**src/rtl/cpu_sram_arbiter.sv**
```systemverilog
// Arbiter sharing one SRAM-like port between the IF and MEM requesters, with
// in-order response routing. Define ARB_ROUND_ROBIN_EN for alternating grants.
module cpu_sram_arbiter #(
    parameter int unsigned OUTSTANDING = 2
) (
    input  logic        clk,
    input  logic        resetn,
    input  logic        inst_req,
    input  logic        inst_wr,
    input  logic [1:0]  inst_size,
    input  logic [3:0]  inst_wstrb,
    input  logic [31:0] inst_addr,
    input  logic [31:0] inst_wdata,
    output logic        inst_addr_ok,
    output logic        inst_data_ok,
    output logic [31:0] inst_rdata,
    input  logic        data_req,
    input  logic        data_wr,
    input  logic [1:0]  data_size,
    input  logic [3:0]  data_wstrb,
    input  logic [31:0] data_addr,
    input  logic [31:0] data_wdata,
    output logic        data_addr_ok,
    output logic        data_data_ok,
    output logic [31:0] data_rdata,
    output logic        sram_req,
    output logic        sram_wr,
    output logic [1:0]  sram_size,
    output logic [3:0]  sram_wstrb,
    output logic [31:0] sram_addr,
    output logic [31:0] sram_wdata,
    input  logic        sram_addr_ok,
    input  logic        sram_data_ok,
    input  logic [31:0] sram_rdata
);

    localparam int unsigned PW = $clog2(OUTSTANDING);
    localparam int unsigned CW = PW + 1;

    typedef enum logic {
        SRC_INST = 1'b0,
        SRC_DATA = 1'b1
    } src_e;

    logic          r_lock_vld;
    src_e          r_lock_src;
    src_e          r_fifo [OUTSTANDING];
    logic [PW-1:0] r_wptr;
    logic [PW-1:0] r_rptr;
    logic [CW-1:0] r_count;
`ifdef ARB_ROUND_ROBIN_EN
    src_e          r_last_win;
`endif

    src_e w_sel;
    src_e w_head;
    logic w_lock_hold;
    logic w_sel_req;
    logic w_full;
    logic w_empty;
    logic w_push;
    logic w_pop;

    assign w_full  = (r_count == CW'(OUTSTANDING));
    assign w_empty = (r_count == '0);
    assign w_head  = r_fifo[r_rptr];

    // A lock only holds while its owner keeps requesting; a dropped request
    // releases it and arbitration resumes in the same cycle.
    always_comb begin
        w_lock_hold = r_lock_vld && ((r_lock_src == SRC_DATA) ? data_req : inst_req);
        w_sel       = SRC_INST;
        if (w_lock_hold) begin
            w_sel = r_lock_src;
        end else begin
`ifdef ARB_ROUND_ROBIN_EN
            if (data_req && inst_req)
                w_sel = (r_last_win == SRC_INST) ? SRC_DATA : SRC_INST;
            else
                w_sel = data_req ? SRC_DATA : SRC_INST;
`else
            w_sel = data_req ? SRC_DATA : SRC_INST;
`endif
        end
    end

    always_comb begin
        if (w_sel == SRC_DATA) begin
            w_sel_req  = data_req;
            sram_wr    = data_wr;
            sram_size  = data_size;
            sram_wstrb = data_wstrb;
            sram_addr  = data_addr;
            sram_wdata = data_wdata;
        end else begin
            w_sel_req  = inst_req;
            sram_wr    = inst_wr;
            sram_size  = inst_size;
            sram_wstrb = inst_wstrb;
            sram_addr  = inst_addr;
            sram_wdata = inst_wdata;
        end
    end

    assign sram_req     = w_sel_req & ~w_full;
    assign w_push       = sram_req & sram_addr_ok;
    assign w_pop        = sram_data_ok & ~w_empty;
    assign inst_addr_ok = w_push & (w_sel == SRC_INST);
    assign data_addr_ok = w_push & (w_sel == SRC_DATA);
    assign inst_data_ok = w_pop & (w_head == SRC_INST);
    assign data_data_ok = w_pop & (w_head == SRC_DATA);
    assign inst_rdata   = sram_rdata;
    assign data_rdata   = sram_rdata;

    always_ff @(posedge clk or negedge resetn) begin
        if (!resetn) begin
            r_lock_vld <= 1'b0;
            r_lock_src <= SRC_INST;
            r_wptr     <= '0;
            r_rptr     <= '0;
            r_count    <= '0;
            for (int unsigned i = 0; i < OUTSTANDING; i++)
                r_fifo[i] <= SRC_INST;
`ifdef ARB_ROUND_ROBIN_EN
            r_last_win <= SRC_INST;
`endif
        end else begin
            if (w_push) begin
                r_lock_vld <= 1'b0;
            end else if (sram_req) begin
                r_lock_vld <= 1'b1;
                r_lock_src <= w_sel;
            end else if (r_lock_vld && !w_lock_hold) begin
                r_lock_vld <= 1'b0;
            end

            if (w_push) begin
                r_fifo[r_wptr] <= w_sel;
                r_wptr         <= r_wptr + 1'b1;
`ifdef ARB_ROUND_ROBIN_EN
                r_last_win     <= w_sel;
`endif
            end
            if (w_pop)
                r_rptr <= r_rptr + 1'b1;

            case ({w_push, w_pop})
                2'b10:   r_count <= r_count + 1'b1;
                2'b01:   r_count <= r_count - 1'b1;
                default: r_count <= r_count;
            endcase
        end
    end

endmodule
```
**config.mk**
```make
export PLATFORM = sky130hd
export DESIGN_NAME = cpu_sram_arbiter
export DESIGN_NICKNAME = d
export VERILOG_FILES = /design/src/rtl/cpu_sram_arbiter.sv
export SDC_FILE = /design/constraint.sdc
export NUM_CORES = 1
export LEC_CHECK = 0
export BUFFER_PORTS_ARGS = -buffer_cell sky130_fd_sc_hd__buf_2
export CELL_PAD_IN_SITES_DETAIL_PLACEMENT = 0
export CELL_PAD_IN_SITES_GLOBAL_PLACEMENT = 1
export CORE_ASPECT_RATIO = 0.7
export CORE_MARGIN = 5
export CORE_UTILIZATION = 16
export CTS_BUF_LIST = sky130_fd_sc_hd__clkbuf_8
export DETAILED_ROUTE_END_ITERATION = 10
export HOLD_SLACK_MARGIN = 0.03
export PLACE_DENSITY = 0.9
export SETUP_SLACK_MARGIN = 0.02
export SLEW_MARGIN = 20
export SYNTH_ARGS = -nofsm -noshare
export SYNTH_HDL_FRONTEND = slang
export SYNTH_SLANG_ARGS = --single-unit
```
**constraint.sdc**
```tcl
create_clock -name clk -period 1.9 [get_ports clk]
set_input_delay 0.57 -clock clk [delete_from_list [all_inputs] [get_ports clk]]
set_output_delay 0.57 -clock clk [all_outputs]
set_load 0.05 [all_outputs]
```
==> reports/results.md <==
## Run status
- status: complete, but fails checks
- violations in the final reports: negative setup slack

## Timing
- Max Clock Freq: 439.3 MHz
- Final Max Tran Viols: 0
- crit path setup slack, layout: -0.3762 ns
- headroom to the max-slew limit: 66.96%
- shortest clock period the worst path allows after layout: 2.276 ns
- final-layout setup total negative slack: -25.10 ns
- Setup violations, final: 73
- final worst-path cycle share: 119.8%
- count of endpoints failing hold in the final timing report: 0
- Worst Clk Skew: 0.002400 ns
- Worst-Margin Slew: 0.4904 ns
- unrepaired setup endpoints after global routing: true

## Global route
- grt total ovfl: 0
- met3 capacity usage during global routing: 5.563%
- antenna violations before repair: 0
- met1 Usage GRT: 13.77%
- global routing's busiest layer: met2
- maximum number of pins on one net before global-route repair: 9
- combined global-route utilization of all metal layers: 11.35%
- first-pass GRT wire length: 12.77 mm
- met2 track utilization from global routing: 18.90%
- number of global-route vias before repair: 2,296

## Synthesis
- most common flop cell mapped by yosys: sky130_fd_sc_hd__dfrtp_1
- number of instances in the synthesized netlist: 184
- synthesis-stage register bit count: 8
- compound-gate portion of the synthesized area: 2.095%
- area of the mapped netlist: 1971 um2
- adder and majority gate portion of the synthesized area: 0.6349%
- dominant combinational cell family by area after synthesis: multiplexers
- multiplexer fraction of the synthesized cell area: 52.32%
- Net Count, Synth: 365
- warnings from Yosys: 0
- Async SR Flop Fraction: 100.0%
- XOR/XNOR share of the synthesized area: 2.222%
- Post-synth EDFFs: 0
- count of distinct cell types in the synthesized netlist: 23
- average cell area after synthesis: 10.71 um2
- sequential fraction of the synthesis area: 10.16%
- simple-gate portion of the synthesized area: 3.302%

## Setup path
- Crit Path Category: input port to output port
- startpoint class of the critical path: input port
- Arrival @ worst endpoint: 1.71 ns
- required time at the worst-slack endpoint: 1.33 ns
- critical path endpoint category: output port
- worst-path maximum fanout: 7

## Place
- Area after DPL: 2953 um2
- total instance count after detailed placement: 508
- HPWL after detailed placement: 7.380 mm
- RePlAce Congestion: 0.7089
- quantity of I/O buffers inserted on ports: 223

## Route
- iteration-0 DRC count of the detailed router: 53
- DR WL/cell: 17.74 um
- average via count per standard cell: 3.844
- wire length reported by the detailed router: 9.351 mm
- Via Count: 2,026
- antenna-violating nets left: 0
- drc violations: 0
- drt pass-1 iters: 4

## Final layout
- commonest cells after routing, fill and taps aside: sky130_fd_sc_hd__buf_2 (144), sky130_fd_sc_hd__mux2_4 (70), sky130_fd_sc_hd__buf_6 (61), sky130_fd_sc_hd__buf_8 (22), sky130_fd_sc_hd__buf_4 (18)
- proportion of layout cells with a drive suffix above 1: 93.51%
- antenna diode instance count: 0
- number of fillers in the final layout: 1,207
- final net count: 553
- most common cell after layout, fill and taps aside: sky130_fd_sc_hd__buf_2
- layout-stage area growth over the synthesis result: 99.43%
- area of all placed cells without fillers: 3930 um2
- Post-Layout Cell Count: 527

## Power and ir drop
- internal cell power: 0.001743 W
- Static Leak: 2.099 nW
- net switching power figure: 0.001567 W
- Max VDD drop: 303.4 uV
- combinational fraction of design power: 83.8%
- sequential share of power: 10.2%
- power per standard cell area: 842.2 nW/um2
- clock network power share: 6.1%
- switch share: 47.34%

## Die
- floorplan die area: 14,670 um2
- row count: 33
- vertical die dimension: 102.9 um
- width of the die: 142.6 um
- total I/O pin count: 320
- core area: 11,890 um2
- initial core utilization: 16.57%

## Clock network
- clock transition at the registers of the reported paths: 0.04 ns
- maximum level of the CTS H-tree: 1
- CTS Hold Buffers Added: 0
- source-to-sink clock delay at the later pin of the worst-skew pair: 0.23 ns
- maximum clock insertion buffer count: 2
- clock tree sinks: 8
- clock tree from TritonCTS: done
- clock buffer count from CTS: 3
- root buf cell: sky130_fd_sc_hd__clkbuf_8

## Hold path
- Worst Hold Class: input port to asynchronous set/reset pin

## Flow run
- Max-Cap Viols: 0

synthesized netlist by cell type, types with 2 or more instances:
cell | n | area share, %
sky130_fd_sc_hd__buf_2 | 2 | 0.51
sky130_fd_sc_hd__buf_4 | 64 | 24
sky130_fd_sc_hd__buf_6 | 7 | 4.0
sky130_fd_sc_hd__dfrtp_1 | 8 | 10
sky130_fd_sc_hd__inv_1 | 2 | 0.38
sky130_fd_sc_hd__mux2_1 | 7 | 4.0
sky130_fd_sc_hd__mux2_2 | 17 | 9.7
sky130_fd_sc_hd__mux2_4 | 50 | 38
sky130_fd_sc_hd__nand2_1 | 3 | 0.57
sky130_fd_sc_hd__nor2_1 | 6 | 1.1
sky130_fd_sc_hd__nor3_1 | 2 | 0.51
sky130_fd_sc_hd__o21ai_0 | 2 | 0.51
sky130_fd_sc_hd__xnor2_1 | 4 | 1.8
final timing paths:
check | startpoint | endpoint | slack, ns | cells after the start
setup / recovery | inst_req | sram_wdata[21] | -0.38 | 7
hold / removal | resetn | r_lock_vld | 0.18 | 1
setup reg to reg | r_count[1] | r_count[1] | 0.14 | 6
hold reg to reg | r_wptr | r_wptr | 0.52 | 1
max in group asynchronous | resetn | r_count[1] | 1.55 | 1
min in group clk | r_wptr | r_wptr | 0.52 | 1
state kept, by name, indices dropped and copies added, names as in the netlist:
signal,cells
r_wptr,1
r_lock_src,1
r_fifo,2
r_count,2
r_rptr,1
r_lock_vld,1
layer usage:
| layer | vias up | share of wire (%) | routed length (um) |
|---|---|---|---|
| li1 | 941 | - | - |
| met5 | - | 0 | 0 |
| met2 | 142 | 51 | 4761 |
| met4 | 0 | 0 | 0 |
| met3 | 0 | 12 | 1151 |
| met1 | 943 | 37 | 3439 |
repair_timing:
item                       in CTS  in global routing
cloned                          6                  0
setup buffers                   9                  5
pin swaps                       2                  3
resized for setup             183                 30
setup endpoints to repair      76                 75
final cells by class:
type | count | area (um2) | share of cell area, %
multi-input combinational | 101 | 1339 | 34.07
clock buffer | 3 | 41.29 | 1.051
timing repair buffer | 256 | 2138 | 54.41
tap | 157 | 196.4 | 4.998
inverter | 2 | 15.01 | 0.3820
sequential | 8 | 200.2 | 5.094
worst max-delay path, cell delays in order:
cell and delay (ns):
sky130_fd_sc_hd__buf_8 0.08, sky130_fd_sc_hd__nand2_4 0.04, sky130_fd_sc_hd__o21a_4 0.24, sky130_fd_sc_hd__buf_12 0.16, sky130_fd_sc_hd__buf_12 0.14, sky130_fd_sc_hd__mux2_4 0.30, sky130_fd_sc_hd__buf_6 0.16
through the flow:
| stage | total power (W) | setup WS, ns | util [%] | hold WS [ns] |
|---|---|---|---|---|
| global route | 0.003467 | -0.4098 | 33.05 | 0.1938 |
| global placement | 0.002399 | -0.4634 | 24.83 | 0.4276 |
| detailed placement | 0.002422 | -0.4840 | 24.83 | 0.4255 |
| floorplan | 0.002270 | -0.1245 | - | 0.2744 |
| finish | 0.003310 | -0.3762 | 33.05 | 0.1805 |
| CTS | 0.003198 | -0.3959 | 32.06 | 0.1813 |
power groups by stage:
| stage | clock network (W) | registers, W | logic [W] |
|---|---|---|---|
| final | 0.000201 | 0.000337 | 0.00277 |
| after global routing | 0.000218 | 0.000350 | 0.00290 |
| after CTS | 0.000212 | 0.000330 | 0.00266 |
| after detailed placement | 0 | 0.000327 | 0.00209 |
| after global placement | 0 | 0.000323 | 0.00208 |
| after floorplan | 0 | 0.000321 | 0.00195 |
cells by family after synthesis:
| kind of cell | Yosys count |
|---|---|
| xor gates and xnor gates | 5 |
| muxes | 75 |
| adders and majority gates | 1 |
| AOI/OAI and AO/OA | 6 |
| buffers and inverters | 75 |
| and+or+nand+nor | 14 |
| DFF | 8 |
No activity file was read; power rests on OpenSTA's default activity.
